[config.mk]
export PLATFORM = sky130hd
export DESIGN_NAME = seg7_reader_flat
export DESIGN_NICKNAME = d
export VERILOG_FILES = /design/src/rtl/seg7_reader_if.sv /design/src/rtl/seg7_reader.sv /design/src/flat_wrapper.sv
export SDC_FILE = /design/constraint.sdc
export NUM_CORES = 1
export LEC_CHECK = 0
export BUFFER_PORTS_ARGS = -buffer_cell sky130_fd_sc_hd__buf_4
export CAP_MARGIN = 20
export CORE_MARGIN = 4
export CORE_UTILIZATION = 59
export CTS_CLUSTER_SIZE = 14
export DETAILED_ROUTE_END_ITERATION = 7
export PLACE_DENSITY = 0.8
export REMOVE_ABC_BUFFERS = 1
export SLEW_MARGIN = 20
export SYNTH_ARGS = -nofsm -noshare
export SYNTH_HDL_FRONTEND = slang
export SYNTH_SLANG_ARGS = --single-unit
[constraint.sdc]
create_clock -name clk -period 2.85 [get_ports clk]
set_input_delay 0.4275 -clock clk [delete_from_list [all_inputs] [get_ports clk]]
set_output_delay 0.4275 -clock clk [all_outputs]
set_load 0.02 [all_outputs]
[src/rtl/seg7_reader_if.sv]
// Character-side bus of seg7_reader: head-of-queue code with a valid/ready
// handshake plus queue status. The master modport belongs to the reader and the
// slave modport belongs to the consumer.
interface seg7_reader_if #(
    parameter int unsigned FIFO_DEPTH = 4
);
    localparam int unsigned LevelW = $clog2(FIFO_DEPTH) + 1;

    logic [4:0]        char_code;
    logic              char_valid;
    logic              char_ready;
    logic [LevelW-1:0] fifo_level;
    logic [7:0]        char_count;
    logic              overflow;

    modport master (
        output char_code,
        output char_valid,
        input  char_ready,
        output fifo_level,
        output char_count,
        output overflow
    );

    modport slave (
        input  char_code,
        input  char_valid,
        output char_ready,
        input  fifo_level,
        input  char_count,
        input  overflow
    );
endinterface

[src/rtl/seg7_reader.sv]
// seg7_reader: watches a 7-segment bus and waits for a pattern to hold steady
// for STABLE_CYCLES samples. It then decodes the pattern to a 5-bit character
// code and queues it for a valid/ready consumer.
// Optional build macro SEG7_READER_ACTIVE_LOW_EN: when it is defined, seg_in is
// treated as common-anode (active-low) and inverted before sampling.
module seg7_reader #(
    parameter int unsigned STABLE_CYCLES = 4,
    parameter int unsigned FIFO_DEPTH    = 4
) (
    input  logic          clk,
    input  logic          rst_n,
    input  logic [6:0]    seg_in,
    seg7_reader_if.master char_if
);
    localparam int unsigned AddrW  = $clog2(FIFO_DEPTH);
    localparam int unsigned PtrW   = AddrW + 1;
    localparam logic [7:0]  RunMax = 8'(STABLE_CYCLES);

    logic [6:0] seg_eff;

`ifdef SEG7_READER_ACTIVE_LOW_EN
    assign seg_eff = ~seg_in;
`else
    assign seg_eff = seg_in;
`endif

    logic [6:0]      samp_q, samp_d;
    logic [7:0]      run_q, run_d;
    logic            armed_q, armed_d;
    logic [PtrW-1:0] wr_ptr_q, wr_ptr_d;
    logic [PtrW-1:0] rd_ptr_q, rd_ptr_d;
    logic [7:0]      count_q, count_d;
    logic            ovf_q, ovf_d;
    logic [4:0]      mem_q [FIFO_DEPTH];

    logic            accept;
    logic            empty;
    logic            full;
    logic            deq;
    logic            enq;
    logic [4:0]      code;

    function automatic logic [4:0] decode(input logic [6:0] p);
        case (p)
            7'h3F: decode = 5'd0;
            7'h06: decode = 5'd1;
            7'h5B: decode = 5'd2;
            7'h4F: decode = 5'd3;
            7'h66: decode = 5'd4;
            7'h6D: decode = 5'd5;
            7'h7D: decode = 5'd6;
            7'h07: decode = 5'd7;
            7'h7F: decode = 5'd8;
            7'h6F: decode = 5'd9;
            7'h77: decode = 5'd10;
            7'h7C: decode = 5'd11;
            7'h39: decode = 5'd12;
            7'h5E: decode = 5'd13;
            7'h79: decode = 5'd14;
            7'h71: decode = 5'd15;
            7'h3D: decode = 5'd16;
            7'h76: decode = 5'd17;
            7'h38: decode = 5'd18;
            7'h73: decode = 5'd19;
            7'h3E: decode = 5'd20;
            7'h6E: decode = 5'd21;
            7'h50: decode = 5'd22;
            7'h5C: decode = 5'd23;
            default: decode = 5'd31;
        endcase
    endfunction

    // Accept/queue decisions and next-state for sampler, pointers and status.
    always_comb begin
        code   = decode(samp_q);
        accept = (run_q == RunMax) && armed_q && (samp_q != 7'h00);
        empty  = (wr_ptr_q == rd_ptr_q);
        // Full when the pointers differ only in their wrap bit.
        full   = (wr_ptr_q[AddrW-1:0] == rd_ptr_q[AddrW-1:0]) &&
                 (wr_ptr_q[AddrW] != rd_ptr_q[AddrW]);
        deq    = !empty && char_if.char_ready;
        enq    = accept && (!full || deq);

        samp_d   = samp_q;
        run_d    = run_q;
        armed_d  = armed_q;
        wr_ptr_d = wr_ptr_q;
        rd_ptr_d = rd_ptr_q;
        count_d  = count_q;
        ovf_d    = ovf_q;

        if (accept) begin
            armed_d = 1'b0;
        end
        // A new pattern restarts the run and re-arms, even on an accept edge.
        if (seg_eff != samp_q) begin
            samp_d  = seg_eff;
            run_d   = 8'd1;
            armed_d = 1'b1;
        end else if (run_q != RunMax) begin
            run_d = run_q + 8'd1;
        end

        if (enq) begin
            wr_ptr_d = wr_ptr_q + PtrW'(1);
            count_d  = count_q + 8'd1;
        end else if (accept) begin
            ovf_d = 1'b1;
        end
        if (deq) begin
            rd_ptr_d = rd_ptr_q + PtrW'(1);
        end
    end

    // Control state, with synchronous reset taking priority over everything.
    always_ff @(posedge clk) begin
        if (!rst_n) begin
            samp_q   <= 7'h00;
            run_q    <= 8'd0;
            armed_q  <= 1'b1;
            wr_ptr_q <= '0;
            rd_ptr_q <= '0;
            count_q  <= 8'd0;
            ovf_q    <= 1'b0;
        end else begin
            samp_q   <= samp_d;
            run_q    <= run_d;
            armed_q  <= armed_d;
            wr_ptr_q <= wr_ptr_d;
            rd_ptr_q <= rd_ptr_d;
            count_q  <= count_d;
            ovf_q    <= ovf_d;
        end
    end

    // Queue storage; contents are don't-care while the queue is empty.
    always_ff @(posedge clk) begin
        if (rst_n && enq) begin
            mem_q[wr_ptr_q[AddrW-1:0]] <= code;
        end
    end

    // Head-of-queue and status outputs.
    always_comb begin
        char_if.char_valid = !empty;
        char_if.char_code  = empty ? 5'd0 : mem_q[rd_ptr_q[AddrW-1:0]];
        char_if.fifo_level = wr_ptr_q - rd_ptr_q;
        char_if.char_count = count_q;
        char_if.overflow   = ovf_q;
    end
endmodule

[src/flat_wrapper.sv]
// flat-port wrapper written by rule: the top's interface ports become plain ports
module seg7_reader_flat 
#(
    parameter int unsigned STABLE_CYCLES = 4,
    parameter int unsigned FIFO_DEPTH    = 4
)
  (clk, rst_n, seg_in, char_if_char_code, char_if_char_valid, char_if_char_ready, char_if_fifo_level, char_if_char_count, char_if_overflow);
  seg7_reader_if #(.FIFO_DEPTH(FIFO_DEPTH)) char_if_i ();
  input  logic clk;
  input  logic rst_n;
  input  logic [6:0] seg_in;
  output wire logic [$bits(char_if_i.char_code)-1:0] char_if_char_code;
  output wire logic [$bits(char_if_i.char_valid)-1:0] char_if_char_valid;
  input wire logic [$bits(char_if_i.char_ready)-1:0] char_if_char_ready;
  output wire logic [$bits(char_if_i.fifo_level)-1:0] char_if_fifo_level;
  output wire logic [$bits(char_if_i.char_count)-1:0] char_if_char_count;
  output wire logic [$bits(char_if_i.overflow)-1:0] char_if_overflow;
  assign char_if_char_code = char_if_i.char_code;
  assign char_if_char_valid = char_if_i.char_valid;
  assign char_if_i.char_ready = char_if_char_ready;
  assign char_if_fifo_level = char_if_i.fifo_level;
  assign char_if_char_count = char_if_i.char_count;
  assign char_if_overflow = char_if_i.overflow;
  seg7_reader #(.STABLE_CYCLES(STABLE_CYCLES), .FIFO_DEPTH(FIFO_DEPTH)) u_core (.clk(clk), .rst_n(rst_n), .seg_in(seg_in), .char_if(char_if_i));
endmodule
After elaboration in Yosys (flattened, before gate mapping)
Memories as Yosys holds them, arrays and structs flattened. A register that Yosys moved wholly into a read port is not among the register bits.
Index checks and enable logic that the tools add are counted.

storage, ports and cells
  register bits = 31
  memory bits (writable) = 20
  bits of input ports = 10
  output and inout port bits = 18
  logic and storage cells = 67
  memories kept = 1

memory list
  name          words  bits a word  read ports  clocked after Yosys merged registers in  write ports  line               source
  u_core.mem_q  4      5            1           1                                        1            seg7_reader.sv:34  logic [4:0] mem_q [FIFO_DEPTH];

operators by class
  $add $sub $neg = 5
  equality and inequality tests = 30
  muxes and demuxes = 8
  bitwise logic cells = 2
  reduce and logical (&&, ||, !) cells = 13

operators with widths
  cell                                                                    count
  5-bit one-hot mux with 24 select lines                                  1
  7-bit equality test (second input constant)                             17
  7-bit by 6-bit equality test with 1-bit output (second input constant)  5
  8-bit by 1-bit adder with 8-bit output (second input constant)          2
  7-bit by 3-bit equality test with 1-bit output (second input constant)  2
  8-bit by 3-bit equality test with 1-bit output (second input constant)  1
  8-bit by 3-bit != test with 1-bit output (second input constant)        1
  7-bit != test                                                           1
  7-bit nonzero test                                                      1
  3-bit by 1-bit adder with 3-bit output (second input constant)          2
  1-bit logical AND                                                       6
  5-bit two-way mux                                                       1
  1-bit two-way mux                                                       4
  2-bit two-way mux                                                       2
  3-bit equality test                                                     1
  3-bit subtractor                                                        1
  2-bit equality test                                                     1
  1-bit logical NOT                                                       2
  1-bit NOT                                                               2
  2-bit AND reduction                                                     1
  2-bit nonzero test                                                      1
  2-bit OR reduction                                                      1
  1-bit logical OR                                                        1
  1-bit != test                                                           1

Longest topological paths before layout
  depth in word-level cells = 8
  gate-level depth with buffers = 8
  depth with buffers taken out = 7

Least setup slack after synthesis
OpenSTA, ideal clock, no wires.

  path kind = reg2reg
  start point = reg u_core.run_q[0]
  end point = mem u_core.mem_q[1][0], enable pin
  library setup time = 0.315 ns
  data arrival time = 2.040 ns
  data required time = 2.535 ns
  slack = 0.496 ns
  stages on the path, launching flop included = 8
  buffers on the path = 1
  period minus slack after synthesis = 2.354 ns
  path through = dfxtp_1 inv_1 ha_1 or4b_4 nor4b_4 and4_2 buf_2 and3_1

on the way
  cells in the longest elaborated chain, start to end = 7

RTL lines
  element                                         line                source
  from (decl)                                     seg7_reader.sv:28   logic [7:0] run_q, run_d;
  from (signal assigned)                          seg7_reader.sv:127  run_q <= run_d;
  8-bit by 3-bit equality test with 1-bit output  seg7_reader.sv:76   accept = (run_q == RunMax) && armed_q && (samp_q != 7'h00);
  1-bit logical AND (2 in a row)                  seg7_reader.sv:76
  1-bit logical AND                               seg7_reader.sv:82   enq = accept && (!full || deq);
  1-bit logical AND                               seg7_reader.sv:138  if (rst_n && enq) begin
  1-bit two-way mux                               seg7_reader.sv:138
  1-bit two-way mux (not written as such)         seg7_reader.sv:139  mem_q[wr_ptr_q[AddrW-1:0]] <= code;
  to (decl)                                       seg7_reader.sv:34

Every way passes these cells.

Final worst setup path
  start point = reg u_core.run_q[0]
  end point = mem u_core.mem_q[2][1], enable pin

The elaborated chain is that of the path after synthesis.

==> impl_metrics.ini <==
[synthesis]
synth_edf_count = 20
syn_inst = 284
synth-seq-area-share_pct = 44.8
synth.cell_area_mm2 = 0.00282
synth_seq_cells = 53
ys_types = 48
async_flop_share_pct = 0
avgSynthCellArea_um2 = 9.92
synth_warnings = 0
synthFlopType = dfxtp_1

[routing]
dr.pass1.iters = 4
vias = 2087
drtIter0Drc = 120
viasPerCell = 5.91
wl_per_cell_um = 15.0
drc = 0
wl_um = 5280
drtAntennaViolNets = 0

[die]
rows = 24
start_util_pct = 63.0
die_w_um = 77.1
fp.dieH_um = 77.1
pin_count = 28
core_area_mm2 = 0.00447
dieArea_mm2 = 0.00595

[sta]
hold_viol_final = 0
setup_tns_ns = 0
worstMarginPinSlew_ns = 0.664
rsz0062_at_grt = no
fmax_mhz = 434
finalCritPeriodShare_pct = 80.8
skew_ns = 0.00916
timing.final.crit_period_ns = 2.30
slew_violations = 0
setup_viol_count_final = 0
max-slew-margin-rel_pct = 55.7

[setup_path]
critPathTopFamily = simple AND/OR/NAND/NOR gates
cp.arrival_ns = 2.30
slowest_stage = or4b_4
worst-path-buf-inv = 1
worstSetupPathType = reg2reg
path_cells = inv_1 -> ha_1 -> or4b_4 -> nor4b_4 -> and4_2 -> and3_1
worstPathRequired_ns = 2.85
critPathLaunchType = flip-flop
max_stage_delay_ns = 0.47
crit_path_end_kind = flip-flop
crit_fanout = 9

[layout]
num-nets-final = 321
layout-drive-gt1-share_pct = 15.9
area_growth_pct = 10.5
mostFrequentLayoutCell = dfxtp_1
final_cell_mix = dfxtp_1, buf_4, nor2_1
antenna_cells = 0

[cts]
clock-sinks = 53
holdBufCountCts = 0
h-tree-depth = 2
cts_buffers = 5
post_cts_buffers = 0
cts_tree = done
clockRootBuffer = clkbuf_8
worstSkewPairLatency_ns = 0.30
clk_pin_slew_worst_paths_ns = 0.09
cts_buffer_depth = 2
cts.repair.resized = 0

[power]
clkPwrFrac_pct = 33.8
power_density_mw_per_mm2 = 428
combPwrFrac_pct = 5.1
power_leakage_uw = 0.00113
power.internal_uw = 1040
power.switching_uw = 293
swShare_pct = 21.9
ir_drop_mv = 0.232
seqPwrFrac_pct = 61.1
total_power_uw = 1330

[global_routing]
grt_pass1_wl_um = 8760
grt_overflow = 0
globalRouteTotalUtil_pct = 18.5
first_global_vias = 1860
grt_max_degree = 21
antenna_found_initial = 0

[run_status]
status = complete, no violations

[hold_path]
worstHoldPathType = in2reg

[placement]
place.gp.congestion = 0.814
dp_hpwl_um = 3900
port-buffer-count = 27

[job]
maxCapViolCount = 0
through the flow:
stage / util [%] / worst slack [ns] / cells / instance area [um2] / hold WS [ns]
global route: 69.6 / 0.408 / 353 / 3110 / 0.328
floorplan: - / 0.548 / 265 / 2740 / 0.480
finish: 69.6 / 0.547 / 353 / 3110 / 0.339
CTS: 69.6 / 0.541 / 353 / 3110 / 0.327
detailed placement: 67.3 / 0.553 / 345 / 3010 / 0.462
global placement: 67.3 / 0.623 / 345 / 3010 / 0.455
cells by family (layout without fill, tap and decap cells):
| logic type | count (synthesis) | in the layout | share of synthesized area (%) |
|---|---|---|---|
| AND/OR/NAND/NOR | 115 | 115 | 24.3 |
| flip-flops | 53 | 53 | 44.8 |
| AO/OA/AOI/OAI | 44 | 44 | 9.77 |
| buffers and inverters | 32 | 49 | 4.57 |
| XOR/XNOR | 24 | 24 | 7.46 |
| adder cells (fa/ha/maj) | 11 | 11 | 5.15 |
| multiplexers | 5 | 5 | 4.00 |
cell usage after synthesis, drive strengths merged, types with 2 or more instances:
| master | n | share of area, % |
|---|---|---|
| dfxtp | 33 | 23 |
| nor2 | 21 | 2.8 |
| edfxtp | 20 | 21 |
| nand3 | 18 | 3.2 |
| xor2 | 17 | 5.3 |
| clkbuf | 16 | 2.1 |
| nand2 | 16 | 2.1 |
| a21oi | 15 | 2.7 |
| and2 | 13 | 2.9 |
| inv | 13 | 1.7 |
| and3 | 10 | 2.3 |
| ha | 10 | 4.4 |
| o21ai | 9 | 1.6 |
| or3 | 8 | 1.8 |
| xnor2 | 7 | 2.2 |
| nand4 | 6 | 1.9 |
| mux4 | 5 | 4.0 |
| nor4 | 4 | 0.89 |
| o211ai | 4 | 1.1 |
| a31oi | 3 | 0.67 |
| buf | 3 | 0.71 |
| nand2b | 3 | 0.67 |
| nor4b | 3 | 1.5 |
| o2111ai | 3 | 0.93 |
| a311oi | 2 | 0.62 |
| nand4b | 2 | 0.62 |
| nand4bb | 2 | 0.80 |
| nor3 | 2 | 0.36 |
| o21a | 2 | 0.53 |
| or4b | 2 | 0.84 |
cell type report:
class	instances	area (um2)
multi-input cells	199	1430
fillers	351	1360
flip-flops and latches	53	1260
repair buffers	28	210
clock buffers	7	96.3
well taps	52	65.1
inverters	13	48.8
clock inverters	1	5.00
worst register-to-register path: cells and delay by family (launching register included):
kind          cells  cell delay, ns
simple gates      4            1.41
buf+inv           1            0.10
fa+ha+maj         1            0.14
flops             1            0.35
power by group through the flow:
stage	Sequential [uW]	Combinational (uW)	Clock, uW
final	815	68.2	450
after detailed placement	832	68.2	0
after global routing	818	77.2	493
after CTS	814	68.5	462
after global placement	832	65.6	0
after floorplan	825	44.5	0
registers in the layout (all words and copies together), names as in the netlist, named ones only:
| signal | count |
|---|---|
| u_core.run_q | 8 |
| u_core.rd_ptr_q | 3 |
| u_core.mem_q | 20 |
| u_core.armed_q | 1 |
| u_core.char_if.char_count | 8 |
| u_core.wr_ptr_q | 3 |
| u_core.samp_q | 7 |
| u_core.char_if.overflow | 1 |
per-layer routing:
metal	up-vias	share of wire, %	global-route usage, %
met1	987	46	23.9
met5	-	0	0
met4	0	1.4	6.41
met2	40	48	30.5
li1	1053	-	-
met3	7	4.5	4.22
final timing paths:
check	slack, ns	cells past startpoint	start	to
max	0.55	6	u_core.run_q[0]	u_core.mem_q[2][1]
min	0.34	2	seg_in[0]	u_core.samp_q[0]
max reg2reg	0.55	6	u_core.run_q[0]	u_core.mem_q[2][1]
min reg2reg	0.48	1	u_core.char_if.overflow	u_core.char_if.overflow
Power figures use the tool's default switching activity.
